[src/rtl/cpu_types_pkg.sv]
// Shared CPU types for the branch resolution slice.
//   word_t        : 32-bit machine word
//   bp_index_t    : predictor table index
//   bp_inflight_t : one predicted branch waiting for the execute stage to resolve it
//   bres_state_t  : branch resolve controller FSM state
package cpu_types_pkg;

  typedef logic [31:0] word_t;
  typedef logic [3:0]  bp_index_t;

  typedef struct packed {
    logic      taken;
    bp_index_t index;
    word_t     target;
    word_t     npc;
  } bp_inflight_t;

  typedef enum logic {
    RUN   = 1'b0,
    FLUSH = 1'b1
  } bres_state_t;

endpackage

[src/rtl/bp_inflight_fifo.sv]
// In-order FIFO of predicted branches that are still waiting to be resolved.
// Ports:
//   clk, rst_n   : clock, synchronous active-low reset
//   clr          : synchronous clear (squash everything); wins over push/pop
//   push, din    : enqueue one entry
//   pop          : dequeue the head
//   dout         : head entry (only meaningful when !empty)
//   empty, full  : occupancy flags
module bp_inflight_fifo
  import cpu_types_pkg::*;
#(
  parameter int DEPTH = 4
) (
  input  logic         clk,
  input  logic         rst_n,
  input  logic         clr,
  input  logic         push,
  input  bp_inflight_t din,
  input  logic         pop,
  output bp_inflight_t dout,
  output logic         empty,
  output logic         full
);

  localparam int AW = $clog2(DEPTH);
  localparam int CW = AW + 1;

  bp_inflight_t mem [DEPTH];
  logic [AW-1:0] wr_ptr, rd_ptr;
  logic [CW-1:0] count;

  // DEPTH is a power of two, so the pointers wrap by natural overflow.
  always_ff @(posedge clk) begin
    if (!rst_n || clr) begin
      wr_ptr <= '0;
      rd_ptr <= '0;
      count  <= '0;
    end else begin
      if (push) wr_ptr <= wr_ptr + AW'(1);
      if (pop)  rd_ptr <= rd_ptr + AW'(1);
      case ({push, pop})
        2'b10:   count <= count + CW'(1);
        2'b01:   count <= count - CW'(1);
        default: count <= count;
      endcase
    end
  end

  always_ff @(posedge clk) begin
    if (push) mem[wr_ptr] <= din;
  end

  assign dout  = mem[rd_ptr];
  assign empty = (count == '0);
  assign full  = (count == CW'(DEPTH));

endmodule

[src/rtl/branch_resolve_ctrl.sv]
// Branch resolve controller: tracks predicted branches from fetch until execute
// resolves them, detects mispredictions, flushes/redirects, and emits a
// registered one-cycle predictor update per accepted resolution.
// Optional macro: BRANCH_STATS_EN adds stat_resolved / stat_mispred counters.
// Ports:
//   CLK, nRST                      : clock, synchronous active-low reset
//   pred_*                         : fetch-side prediction push
//   res_valid/res_taken/res_target : execute-side resolution of the oldest branch
//   fetch_stall                    : FIFO full
//   flush, redirect_en/redirect_pc : mispredict recovery
//   upd_*                          : registered predictor table update
//   res_err                        : sticky, resolution seen with nothing in flight
module branch_resolve_ctrl
  import cpu_types_pkg::*;
#(
  parameter int DEPTH        = 4,
  parameter int FLUSH_CYCLES = 2
) (
  input  logic        CLK,
  input  logic        nRST,
  input  logic        pred_valid,
  input  logic        pred_taken,
  input  logic [3:0]  pred_index,
  input  logic [31:0] pred_target,
  input  logic [31:0] pred_npc,
  input  logic        res_valid,
  input  logic        res_taken,
  input  logic [31:0] res_target,
  output logic        fetch_stall,
  output logic        flush,
  output logic        redirect_en,
  output logic [31:0] redirect_pc,
  output logic        upd_en,
  output logic [3:0]  upd_index,
  output logic        upd_taken,
  output logic [31:0] upd_target,
  output logic        res_err
`ifdef BRANCH_STATS_EN
  ,
  output logic [31:0] stat_resolved,
  output logic [31:0] stat_mispred
`endif
);

  localparam int FCW = $clog2(FLUSH_CYCLES + 1);

  bres_state_t    state;
  logic [FCW-1:0] flush_cnt;
  bp_inflight_t   head, din;
  logic           empty, full;
  logic           run, res_ok, mispredict, push;

  // Combinational outputs are gated with nRST so everything reads 0 while in reset.
  assign run        = nRST && (state == RUN);
  assign res_ok     = run && res_valid && !empty;
  assign mispredict = res_ok &&
                      ((res_taken != head.taken) || (res_taken && (res_target != head.target)));
  // A mispredict squashes everything younger, including a branch arriving this cycle.
  assign push       = run && pred_valid && !full && !mispredict;

  assign din = '{taken: pred_taken, index: pred_index, target: pred_target, npc: pred_npc};

  bp_inflight_fifo #(.DEPTH(DEPTH)) u_fifo (
    .clk   (CLK),
    .rst_n (nRST),
    .clr   (mispredict),   // pop of the head plus clear of the younger entries
    .push  (push),
    .din   (din),
    .pop   (res_ok),
    .dout  (head),
    .empty (empty),
    .full  (full)
  );

  assign fetch_stall = nRST && full;
  assign flush       = mispredict || (nRST && (state == FLUSH));
  assign redirect_en = mispredict;
  assign redirect_pc = !mispredict ? '0 : (res_taken ? res_target : head.npc);

  always_ff @(posedge CLK) begin
    if (!nRST) begin
      state      <= RUN;
      flush_cnt  <= '0;
      upd_en     <= 1'b0;
      upd_index  <= '0;
      upd_taken  <= 1'b0;
      upd_target <= '0;
      res_err    <= 1'b0;
    end else begin
      upd_en <= res_ok;
      if (res_ok) begin
        upd_index  <= head.index;
        upd_taken  <= res_taken;
        upd_target <= res_target;
      end
      if (run && res_valid && empty) res_err <= 1'b1;

      case (state)
        RUN: if (mispredict) begin
          flush_cnt <= FCW'(FLUSH_CYCLES - 1);
          // A single-cycle flush is covered entirely by the mispredict cycle.
          state     <= (FLUSH_CYCLES > 1) ? FLUSH : RUN;
        end
        FLUSH: begin
          if (flush_cnt <= FCW'(1)) begin
            flush_cnt <= '0;
            state     <= RUN;
          end else begin
            flush_cnt <= flush_cnt - FCW'(1);
          end
        end
        default: state <= RUN;
      endcase
    end
  end

`ifdef BRANCH_STATS_EN
  always_ff @(posedge CLK) begin
    if (!nRST) begin
      stat_resolved <= '0;
      stat_mispred  <= '0;
    end else begin
      if (res_ok && (stat_resolved != '1))    stat_resolved <= stat_resolved + 32'd1;
      if (mispredict && (stat_mispred != '1)) stat_mispred  <= stat_mispred + 32'd1;
    end
  end
`endif

endmodule

[config.mk]
export PLATFORM = sky130hd
export DESIGN_NAME = branch_resolve_ctrl
export DESIGN_NICKNAME = d
export VERILOG_FILES = /design/src/rtl/cpu_types_pkg.sv /design/src/rtl/bp_inflight_fifo.sv /design/src/rtl/branch_resolve_ctrl.sv
export SDC_FILE = /design/constraint.sdc
export NUM_CORES = 1
export LEC_CHECK = 0
export CORE_MARGIN = 2
export CORE_UTILIZATION = 38
export DETAILED_ROUTE_END_ITERATION = 10
export PLACE_DENSITY = 0.57
export SLEW_MARGIN = 15
export SYNTH_ARGS = -nofsm -noshare
export SYNTH_HDL_FRONTEND = slang
export SYNTH_SLANG_ARGS = --single-unit
[constraint.sdc]
create_clock -name CLK -period 7.65 [get_ports CLK]
set_clock_uncertainty 0.1 [all_clocks]
set_input_delay 1.9125 -clock CLK [delete_from_list [all_inputs] [get_ports CLK]]
set_output_delay 1.9125 -clock CLK [all_outputs]
set_load 0.01 [all_outputs]
Word level (Yosys, flattened, before mapping)
Memory sizes are Yosys's and may differ from the RTL's. A register that Yosys moved wholly into a read port is not among the register bits.
Cells that the tools add are included.
- bits in registers: 49
- memory bits (writable): 276
- input bits: 106
- output and inout bits: 74
- word-level logic and storage cells: 57
- memories kept: 1
- $add $sub $neg: 5
- magnitude comparators: 1
- equal/unequal tests: 6
- multiplexer cells: 13
- bitwise gates (word level): 1
- reductions and logical operators: 20
- memories (name ; depth ; bits a word ; read ports ; clocked after memory_dff ; wr ports ; line ; source):
    u_fifo.mem ; 4 ; 69 ; 1 ; 1 ; 1 ; bp_inflight_fifo.sv:28 ; bp_inflight_t mem [DEPTH];
- operator list (operator ; count):
    2-to-1 mux 32 bit ; 2
    inequality test 32 bit ; 1
    logical AND 1 bit ; 11
    2-to-1 mux 2 bit ; 4
    one-hot mux 3 bit (2 select lines) ; 1
    adder 2 x 1 -> 2 bit (second input constant) ; 2
    zero test 1 bit ; 4
    2-to-1 mux 1 bit ; 4
    one-hot mux 2 bit (2 select lines) ; 1
    adder 3 x 1 -> 3 bit (second input constant) ; 1
    equality test 3 bit (second input constant) ; 1
    zero test 3 bit ; 1
    logical OR 1 bit ; 3
    subtractor 3 x 1 -> 3 bit (second input constant) ; 1
    equality test 2 x 1 -> 1 bit (second input constant) ; 1
    equality test 2 bit (second input constant) ; 1
    less-or-equal comparator 2 x 1 -> 1 bit (second input constant) ; 1
    inequality test 2 bit (second input constant) ; 1
    one-hot mux 1 bit (2 select lines) ; 1
    nonzero test 2 bit ; 1
    subtractor 2 x 1 -> 2 bit (second input constant) ; 1
    inequality test 1 bit ; 1
    inverter 1 bit ; 1

Longest topological paths before layout
- depth in word-level cells: 9
- gate-level depth with buffers: 19
- gate-level depth less buffers: 14

Cells and area by module
A second synthesis with hierarchy kept.
- cell total of the unflattened synthesis: 732
- area total of the unflattened synthesis: 12961.2 um^2
- modules (own cells, without submodules) (module ; instances ; cells an instance ; area each (um^2) ; seq. area each (um^2)):
    bp_inflight_fifo ; 1 ; 409 ; 10405.0 ; 8468.1
    branch_resolve_ctrl ; 1 ; 323 ; 2556.2 ; 840.8

Worst setup path before layout
Ideal clock, no wire load.
- path type: input-to-output
- from: in res_taken
- to: out flush
- arrival: 3338 ps
- required time: 5637 ps
- setup slack: 2299 ps
- stages: 8
- buffers on the path: 3
- path through: clkbuf_1 > o211ai_1 > a2111oi_2 > o311a_1 > and4_1 > buf_4 > buf_4 > a31oi_1
- word-level cells in the longest chain between the ends: 4
- elaborated cells on any way between the ends: 5
- those cells by class: eq/ne (1); reduce/logical (4)
- ends and longest elaborated chain (what ; line ; source):
    from (decl) ; branch_resolve_ctrl.sv:27 ; input logic res_taken,
    inequality test 1 bit / logical AND 1 bit (equally long branches) ; branch_resolve_ctrl.sv:57 ; ((res_taken != head.taken) || (res_taken && (res_target != head.target)));
    logical OR 1 bit (*) ; branch_resolve_ctrl.sv:57 ;
    logical AND 1 bit (*) ; branch_resolve_ctrl.sv:56 ; assign mispredict = res_ok &&
    logical OR 1 bit (*) ; branch_resolve_ctrl.sv:76 ; assign flush = mispredict || (nRST && (state == FLUSH));
    to (decl) ; branch_resolve_ctrl.sv:30 ; output logic flush,
Every way passes the cells marked *; elsewhere a longest branch is shown, timed or not.

Final worst setup path
- from: in res_target[12]
- to: out redirect_pc[18]
- word-level cells in the longest chain between the ends: 5
- ends and longest elaborated chain (what ; line ; source):
    from (decl) ; branch_resolve_ctrl.sv:28 ; input logic [31:0] res_target,
    inequality test 32 bit ; branch_resolve_ctrl.sv:57 ;
    logical AND 1 bit ; branch_resolve_ctrl.sv:57 ;
    logical OR 1 bit ; branch_resolve_ctrl.sv:57 ;
    logical AND 1 bit ; branch_resolve_ctrl.sv:56 ;
    2-to-1 mux 32 bit ; branch_resolve_ctrl.sv:78 ; assign redirect_pc = !mispredict ? '0 : (res_taken ? res_target : head.npc);
    to (decl) ; branch_resolve_ctrl.sv:32 ; output logic [31:0] redirect_pc,
No other way between the ends.

==> impl_metrics.env <==
export IMPL_r2r_setup_slack_ps=2880
export IMPL_fin_nets=1077
export IMPL_ir_drop_mv=0.128
export IMPL_cts_root_buffer="clkbuf_16"
export IMPL_drive_above_1_share=0.154
export IMPL_antenna_cells=0
export IMPL_hold_violations=0
export IMPL_antenna_left=0
export IMPL_h_tree_depth=2
export IMPL_hold_depth=2
export IMPL_synth_edf_count=276
export IMPL_hp_class="flip-flop to flip-flop"
export IMPL_drc=0
export IMPL_criticalPathCategory="primary input to primary output"
export IMPL_synth_cell_types=45
export IMPL_track_usage=0.191
export IMPL_max_clock_freq_mhz=144
export IMPL_initial_core_util=0.385
export IMPL_gp_congestion=0.734
export IMPL_ctsHoldBuffers=0
export IMPL_fin_crit_ps=6970
export IMPL_synthFlopType="edfxtp_1"
export IMPL_filler_cell_count=2974
export IMPL_worstSetupEndpointType="primary output"
export IMPL_cts_buffers=37
export IMPL_slew_viol_final=0
export IMPL_yosysWarnings=0
export IMPL_reg2reg_depth=14
export IMPL_dp_hpwl_mm=22.4
export IMPL_setup_viol=0
export IMPL_maxCapViolCount=0
export IMPL_path_max_fanout=32
export IMPL_synth_area_per_cell_um2=17.2
export IMPL_avgRoutedWirePerCell_um=23.5
export IMPL_clkTransAtPathRegs_ps=60
export IMPL_drtPass1Iterations=5
export IMPL_rsz0062_at_grt="false"
export IMPL_die_area_um2=36400
export IMPL_worstMarginPinSlew_ps=982
export IMPL_post_place_ws_ps=651
export IMPL_antenna_found_initial=1
export IMPL_std_cell_rows=68
export IMPL_startpoint_type="primary input"
export IMPL_post_cts_buffers=0
export IMPL_die_y_um=191
export IMPL_grt_pass1_wl_mm=50.5
export IMPL_grt_pass1_vias=7671
export IMPL_leakage_nw=5.35
export IMPL_core_area_um2=34500
export IMPL_grt_max_degree=52
export IMPL_slew_headroom=0.341
export IMPL_viasPerCell=5.16
export IMPL_die_x_um=191
export IMPL_min_period_over_period=0.911
export IMPL_r2r_end="u_fifo.count[1]"
export IMPL_seq_area_um2=9320
export IMPL_cts_sinks=327
export IMPL_status="finished clean"
export IMPL_syn_to_final_growth_pct=26.6
export IMPL_drtIter0Drc=460
export IMPL_drt_total_wl_mm=34.0
export IMPL_syn_area_um2=13300
export IMPL_clk_insertion_delay_late_ps=520
export IMPL_synthesis_nets=885
export IMPL_grt_ovfl_total=0
export IMPL_hold_start="upd_target[24]"
export IMPL_syn_inst=773
export IMPL_setup_tns_ps=0
export IMPL_crit_path_start="res_target[12]"
export IMPL_pin_count=180
export IMPL_cp_required_ps=5640
export IMPL_setup_ws_ps=682
export IMPL_p_per_area_nw_per_um2=243
export IMPL_num_vias=7479
export IMPL_ys_ff_latch=327
export IMPL_clockBufferDepth=3
export IMPL_worstHoldEndpoint="upd_target[24]"
export IMPL_io_buffer_count=179
export IMPL_post_cts_resize_count=0
export IMPL_yosysSeqAreaShare=0.701
export IMPL_multiInputGateArea_um2=3720
export IMPL_worstPathArrival_ps=4960
export IMPL_synthArstFlopShare=0
export IMPL_cts_tree="built"
-- where the power goes --
| part | internal (mW) | leakage, nW | switching, mW |
|---|---|---|---|
| logic | 0.192 | 1.87 | 0.199 |
| clock network | 0.994 | 0.559 | 0.683 |
| registers | 1.99 | 2.92 | 0.0297 |
-- cell families after synthesis --
family          share of synthesized area
compound gates                     0.0580
xor+xnor                           0.0238
fa+ha+maj                         0.00622
buf+inv                            0.0221
flops                               0.701
mux                                 0.144
simple gates                       0.0452
-- metrics by stage --
step                instance area (um2)   util  power [mW]  cells  hold WS (ps)
finish                            16800  0.488        4.09   1449           360
global route                      16800  0.488        4.25   1449           380
CTS                               16800  0.488        4.13   1449           366
detailed placement                15600  0.454        2.46   1381           358
global placement                  15600  0.454        2.45   1381           351
floorplan                         13300      -        2.26    773           388
-- cell usage after synthesis, types with 4 or more instances --
library cell / instances / share of area
ha_1: 5 / 0.0047
clkbuf_1: 22 / 0.0062
a31o_2: 4 / 0.0026
buf_4: 13 / 0.0074
o21ai_0: 7 / 0.0026
inv_1: 11 / 0.0031
a21oi_1: 9 / 0.0034
nor3_1: 12 / 0.0045
xnor2_1: 13 / 0.0086
and2_1: 10 / 0.0047
nor2_1: 9 / 0.0025
a21boi_0: 37 / 0.021
a211oi_1: 33 / 0.019
mux2i_1: 43 / 0.032
mux4_2: 64 / 0.11
xor2_1: 23 / 0.015
nand2_1: 85 / 0.024
buf_2: 6 / 0.0023
edfxtp_1: 276 / 0.62
dfxtp_1: 51 / 0.077
-- area by class of cell --
class | instances | area share
sequential | 327 | 0.554
inverter | 11 | 0.00246
clock buffer | 51 | 0.0625
tap | 455 | 0.0339
timing repair buffer | 199 | 0.119
clock inverter | 17 | 0.00633
multi-input combinational | 389 | 0.222
-- critical path, cell delays in order --
cell	delay (ps)
clkdlybuf4s50_1	600
xor2_1	250
nor4_1	470
nand4_1	410
nor2_4	360
buf_12	280
a211oi_1	130
clkdlybuf4s50_1	530
-- per-layer routing --
metal	track usage	wire length (um)
met5	0	13
met3	0.0329	1640
met2	0.320	16600
met4	0.0596	1000
met1	0.255	14800
-- placed cells by master, fill, tap and decap left out, types with 2 or more instances in the layout --
cell / Yosys / layout
buf_4: 13 / 15
nor2_1: 9 / 9
xor2_1: 23 / 23
o211ai_1: 2 / 2
mux4_2: 64 / 64
nor3_1: 12 / 12
o21ai_0: 7 / 6
edfxtp_1: 276 / 276
a211oi_1: 33 / 33
buf_2: 6 / 2
nor2b_1: 3 / 3
clkinvlp_4: 0 / 2
a21oi_1: 9 / 9
dfxtp_1: 51 / 49
mux2i_1: 43 / 43
mux2_2: 3 / 3
dfxtp_4: 0 / 2
xnor2_1: 13 / 13
clkbuf_1: 22 / 9
o2bb2ai_1: 3 / 3
nand2_1: 85 / 85
nor4_1: 3 / 3
a31o_4: 0 / 4
clkinv_1: 0 / 10
ha_1: 5 / 5
nand4_1: 2 / 2
o21a_1: 2 / 2
a21boi_0: 37 / 37
clkbuf_16: 0 / 39
a31oi_1: 2 / 2
and2_1: 10 / 10
clkinv_2: 0 / 3
buf_12: 0 / 5
inv_1: 11 / 10
clkdlybuf4s50_1: 0 / 177
clkbuf_8: 0 / 3
-- state kept, by name, indices dropped and copies added, names as in the netlist, named ones only --
signal and count:
upd_taken 1, u_fifo.mem 276, u_fifo.rd_ptr 2, res_err 1
upd_index 4, u_fifo.count 3, state 1, flush_cnt 2
upd_en 1, u_fifo.wr_ptr 2, upd_target 32
-- worst max path at each step --
stage | to | slack, ps | depth (start not counted)
global placement | redirect_pc[17] | 710 | 8
global route | redirect_pc[18] | 510 | 8
finish | redirect_pc[18] | 680 | 8
CTS | redirect_pc[18] | 650 | 8
floorplan | flush | 2300 | 8
detailed placement | redirect_pc[18] | 650 | 8
Power figures use the tool's default switching activity.
